==> config.mk <==
export PLATFORM = sky130hd
export DESIGN_NAME = jtframe_sdram_arb
export DESIGN_NICKNAME = d
export VERILOG_FILES = /design/src/rtl/jtframe_sdram_arb_pkg.sv /design/src/rtl/jtframe_sdram_arb_age.sv /design/src/rtl/jtframe_sdram_arb.sv
export SDC_FILE = /design/constraint.sdc
export NUM_CORES = 1
export LEC_CHECK = 0
export BUFFER_PORTS_ARGS = -buffer_cell sky130_fd_sc_hd__buf_2
export CAP_MARGIN = 30
export CORE_AREA = 2 2 111 113
export CTS_CLUSTER_DIAMETER = 150
export DETAILED_ROUTE_END_ITERATION = 10
export DIE_AREA = 0 0 113 115
export PLACE_DENSITY = 0.77
export SLEW_MARGIN = 20
export SYNTH_ARGS = -nofsm -noshare
export SYNTH_HDL_FRONTEND = slang
export SYNTH_SLANG_ARGS = --single-unit
==> constraint.sdc <==
create_clock -name clk -period 1.9 [get_ports clk]
set_clock_uncertainty 0.1 [all_clocks]
set_input_delay 0.285 -clock clk [delete_from_list [all_inputs] [get_ports clk]]
set_output_delay 0.285 -clock clk [all_outputs]
set_load 0.05 [all_outputs]
==> src/rtl/jtframe_sdram_arb_pkg.sv <==
// Shared types and constants for the SDRAM requester arbiter.
// Holds the FSM state encoding, the age counter width and the default address width.
package jtframe_sdram_arb_pkg;

   localparam int AGE_W      = 4;
   localparam int DEFAULT_AW = 22;

   typedef enum logic [1:0] {
      IDLE = 2'd0,
      REQ  = 2'd1,
      WAIT = 2'd2
   } arb_state_t;

endpackage

==> src/rtl/jtframe_sdram_arb_age.sv <==
// Per-client saturating wait counter, updated only on the cycle a grant is issued (inc).
// clr marks the new owner; a client whose req is low at that moment also clears.
module jtframe_sdram_arb_age
   import jtframe_sdram_arb_pkg::*;
#(
   parameter int AGE_MAX = 15
) (
   input  logic             clk,
   input  logic             rst,
   input  logic             clr,
   input  logic             inc,
   input  logic             req,
   output logic [AGE_W-1:0] count,
   output logic             at_max
);

   localparam logic [AGE_W-1:0] LIMIT = AGE_W'(AGE_MAX);

   always_ff @(posedge clk) begin
      if (rst) begin
         count <= '0;
      end else if (inc) begin
         if (clr || !req) begin
            count <= '0;
         end else if (count != LIMIT) begin
            count <= count + 1'b1;
         end
      end
   end

   assign at_max = (count == LIMIT);

endmodule

==> src/rtl/jtframe_sdram_arb.sv <==
// Fixed-priority SDRAM arbiter (index 0 highest) with refresh permission during idle vblank.
// Define JTFRAME_ARB_AGING_EN to build the age counters that promote starved requesters.
module jtframe_sdram_arb
   import jtframe_sdram_arb_pkg::*;
#(
   parameter int N       = 4,
   parameter int AW      = DEFAULT_AW,
   parameter int AGE_MAX = 15
) (
   input  logic            clk,
   input  logic            rst,
   input  logic            vblank,
   input  logic [N-1:0]    req,
   input  logic [N-1:0]    rnw,
   input  logic [N*AW-1:0] addr,
   input  logic [N*16-1:0] din,
   input  logic [N*2-1:0]  wrmask,
   output logic [N-1:0]    gnt,
   output logic [N-1:0]    dok,
   output logic [31:0]     dout,
   output logic            sdram_req,
   output logic            sdram_rnw,
   output logic [AW-1:0]   sdram_addr,
   output logic [15:0]     sdram_din,
   output logic [1:0]      sdram_wrmask,
   input  logic            sdram_ack,
   input  logic            data_rdy,
   input  logic [31:0]     data_read,
   output logic            refresh_en
);

   localparam int IW = (N > 1) ? $clog2(N) : 1;

   if (N < 2 || N > 8 || AGE_MAX < 1 || AGE_MAX > (1 << AGE_W) - 1) begin : g_bad_param
      $error("jtframe_sdram_arb: N must be 2..8 and AGE_MAX must fit the age counter");
   end

   arb_state_t      state;
   logic [N-1:0]    age_at_max;
   logic [N-1:0]    win_oh;
   logic [IW-1:0]   win_idx;
   logic            any_req;
   logic            grant;
   logic            done;

   assign any_req = |req;
   assign grant   = (state == IDLE) && any_req;
   assign done    = data_rdy && (((state == REQ) && sdram_ack) || (state == WAIT));

   // An aged requester beats plain index priority; ties go to the lowest index.
   always_comb begin
      logic found;
      found   = 1'b0;
      win_idx = '0;
      for (int i = 0; i < N; i++) begin
         if (!found && req[i] && age_at_max[i]) begin
            found   = 1'b1;
            win_idx = IW'(i);
         end
      end
      for (int i = 0; i < N; i++) begin
         if (!found && req[i]) begin
            found   = 1'b1;
            win_idx = IW'(i);
         end
      end
      win_oh = {{(N-1){1'b0}}, 1'b1} << win_idx;
   end

`ifdef JTFRAME_ARB_AGING_EN
   for (genvar gi = 0; gi < N; gi++) begin : g_age
      jtframe_sdram_arb_age #(
         .AGE_MAX (AGE_MAX)
      ) u_age (
         .clk    (clk),
         .rst    (rst),
         .clr    (win_oh[gi]),
         .inc    (grant),
         .req    (req[gi]),
         .count  (),
         .at_max (age_at_max[gi])
      );
   end
`else
   assign age_at_max = '0;
`endif

   // Completion is handled after the case so a same-cycle ack+data_rdy in REQ lands in IDLE.
   always_ff @(posedge clk) begin
      if (rst) begin
         state        <= IDLE;
         gnt          <= '0;
         dok          <= '0;
         dout         <= '0;
         sdram_req    <= 1'b0;
         sdram_rnw    <= 1'b1;
         sdram_addr   <= '0;
         sdram_din    <= '0;
         sdram_wrmask <= 2'b11;
         refresh_en   <= 1'b1;
      end else begin
         dok <= '0;
         case (state)
            IDLE: begin
               if (any_req) begin
                  gnt          <= win_oh;
                  sdram_req    <= 1'b1;
                  sdram_rnw    <= rnw[win_idx];
                  sdram_addr   <= addr[win_idx*AW +: AW];
                  sdram_din    <= din[win_idx*16 +: 16];
                  sdram_wrmask <= rnw[win_idx] ? 2'b11 : wrmask[win_idx*2 +: 2];
                  refresh_en   <= 1'b0;
                  state        <= REQ;
               end else begin
                  refresh_en <= vblank;
               end
            end
            REQ: begin
               if (sdram_ack) begin
                  sdram_req <= 1'b0;
                  state     <= WAIT;
               end
            end
            WAIT: ;
            default: state <= IDLE;
         endcase
         if (done) begin
            if (sdram_rnw) begin
               dout <= data_read;
            end
            dok   <= gnt;
            gnt   <= '0;
            state <= IDLE;
         end
      end
   end

endmodule
==> flow_metrics.tcl <==
set metrics [dict create \
    core_area_sq_um 11800 \
    power.density_nw_per_um2 974 \
    wirelength_um 13600 \
    violations "design-rule violations" \
    worst_pin_slew_ps 409 \
    die-width_um 113 \
    fin_crit_ps 1710 \
    worstSetupPathType "register to register" \
    netlist_instances 398 \
    first_pass_iters 11 \
    slowest_delay_ps 440 \
    clock_latency_ps 340 \
    final-max-slew-violation-count 0 \
    detail_route.wl_per_cell_um 16.5 \
    rsz0062_at_grt "no" \
    post_cts_resized 0 \
    synthDominantCellAreaShare_pct 44.2 \
    htreeDepth 3 \
    hold_path.class "input pin to register" \
    grt_overflow 0 \
    crit_path_start "state[1]$_SDFFE_PP0P_" \
    cts_setup_buffers 0 \
    portBuffers 287 \
    r2r_slack_ps 190 \
    syn_to_final_growth_pct 48.4 \
    critPathRequiredTime_ps 2010 \
    r2r_end "dout[29]$_SDFFE_PP0P_" \
    synthTopCellsByArea "dfxtp_1 44%, a222oi_1 10%, a311oi_1 8.6%, mux2i_1 8.6%, nor2_1 7.5%" \
    critPathMaxFanout 32 \
    slowest_stage "dfxtp_1" \
    pin_count 288 \
    antennaDiodeCount 0 \
    synth_warnings 0 \
    cts_tree "built" \
    grt_usage_pct 19.9 \
    critPathLaunchType "register" \
    slew_headroom_pct 72.7 \
    yosysUniqueCellTypes 32 \
    synth_seq_cells 85 \
    drive_gt1_share_pct 48.4 \
    synth_top_area_cell "dfxtp_1" \
    numPlacedInstances 806 \
    finalSetupViolCount 0 \
    fin_hold_ws_ps 74.2 \
    status "complete, but fails checks" \
    vias 4355 \
    grt_pass1_wl_um 20600 \
    final_cell_area_sq_um 5710 \
    cts_buffer_depth 2 \
    crit_buf_inv 1 \
    ir_drop_mv 0.368 \
    grt_pass1_vias 4123 \
    detailed_place_hpwl_um 10200 \
    cp_cell_sequence "and3b_1, o211ai_4, buf_12, mux2i_1, nor2_1" \
    cts_made_buffers 9 \
    cts_hold_buf 0 \
    leakagePower_nw 2.91 \
    crit_family "flip-flops" \
    end_kind "register" \
    cts_sinks 85 \
    final_hold_viol_count 0 \
    rows 40 \
    drt_iter0_drc 429 \
    finalNetCount 875 \
    final_cells 822 \
    grt_max_degree 49 \
    die_h_um 115 \
    yosysSeqAreaShare_pct 44.2 \
    path_depth 5 \
    fmax_ghz 0.585 \
    finalSetupTns_ps 0 \
    place_congestion 0.842 \
    placed_area_sq_um 5430 \
    antenna_found_initial 0 \
    ff2ff_path_depth 5 \
    max_cap_violations 0 \
    dieArea_sq_um 13000 \
    finalPower_w 0.00557 \
    start_util_pct 32.6 \
    syn-num-nets 603 \
    clk_pin_slew_ps 60 \
    route.detailed.drc 19 \
    critPathCapture "dout[29]$_SDFFE_PP0P_" \
    rr_startpoint "state[1]$_SDFFE_PP0P_" \
    syn_area_sq_um 3850 \
    avgSynthCellArea_sq_um 9.67 \
    fill_cells 1163 \
    fin_crit_sh_pct 90.0 \
    arrival_ps 1820 \
    ant_nets 0 \
    via_per_inst 5.30 \
    cts_root_buf "clkbuf_16" \
]
stage by stage:
step	utilization, %	worst slack, ps
floorplan	-	335
global placement	45.9	195
detailed placement	45.9	158
CTS	48.4	182
global route	48.4	92.6
finish	48.4	189
report_power, final:
group | switching (W) | internal, W
Sequential | 0.000106 | 0.00198
Clock | 0.000746 | 0.000930
Combinational | 0.00122 | 0.000581
sequential cells by signal (all words and copies together), names as in the netlist:
signal and flops:
dok 4, sdram_wrmask 2, sdram_req 1, refresh_en 1
gnt 4, sdram_rnw 1, sdram_din 16, dout 32
sdram_addr 22, state 2
worst min-delay path, delay by kind of cell:
| family | cells | cell delay [ps] |
|---|---|---|
| buffers and inverters | 1 | 70 |
| multiplexers | 1 | 50 |
| AND/OR/NAND/NOR | 1 | 70 |
Yosys cell counts, drive strengths merged:
cell type  instances
a21o               1
o211ai             3
nor3               2
inv                1
o21ai             41
or4bb              1
or3b               1
a22oi              3
and3b              1
a222oi            40
a311oi            38
clkbuf            18
nor3b              1
nor4               1
nand2              8
a32o               1
buf               24
mux2i             33
dfxtp             85
nor4b              1
a221o              2
a21oi              4
nand2b             4
and2               4
nor2              77
nor2b              3
layout by cell type, fill, tap and decap left out, types with 3 or more instances in the layout:
master,count
mux2i_1,33
dfxtp_1,85
and2_1,4
o21ai_0,41
a222oi_1,40
buf_2,287
clkbuf_16,9
buf_12,6
nor2_1,77
nand2_1,8
a22oi_1,3
a311oi_1,38
nand2b_1,4
a21oi_1,4
buf_4,10
metal layers:
metal | share of wire [%] | global-route usage (%) | up-vias
li1 | - | - | 2098
met1 | 39 | 23.6 | 1987
met2 | 49 | 35.2 | 256
met3 | 10 | 4.38 | 14
met4 | 1.6 | 8.05 | 0
met5 | 0 | 0 | -
cells by family (layout without fill, tap and decap cells):
kind of cell | count (synthesis) | count (layout) | synth area share, %
AOI/OAI and AO/OA | 133 | 133 | 27.4
and+or+nand+nor | 104 | 104 | 13.1
DFF | 85 | 85 | 44.2
buffers and inverters | 43 | 320 | 6.76
muxes | 33 | 33 | 8.58
area by class of cell:
class | instances | area (sq um) | area share [%]
Tap cell | 147 | 184 | 3.22
Sequential cell | 85 | 1700 | 29.8
Timing Repair Buffer | 303 | 1630 | 28.6
Clock buffer | 10 | 239 | 4.18
Clock inverter | 6 | 46.3 | 0.811
Inverter | 1 | 3.75 | 0.0657
Multi-Input combinational cell | 270 | 1910 | 33.4
worst min-delay path by stage:
stage	end	slack, ps	start	cells after the start
4_1_cts	dout[12]$_SDFFE_PP0P_	60	data_read[12]	3
3_5_place_dp	sdram_wrmask[1]$_SDFFE_PP1P_	370	sdram_wrmask[1]$_SDFFE_PP1P_	2
3_3_place_gp	sdram_req$_SDFFE_PP0P_	370	sdram_req$_SDFFE_PP0P_	2
2_1_floorplan	dout[0]$_SDFFE_PP0P_	330	data_read[0]	2
6_report	dout[12]$_SDFFE_PP0P_	70	data_read[12]	3
5_1_grt	dout[3]$_SDFFE_PP0P_	80	data_read[3]	3
(Power assumes the default switching activity.)
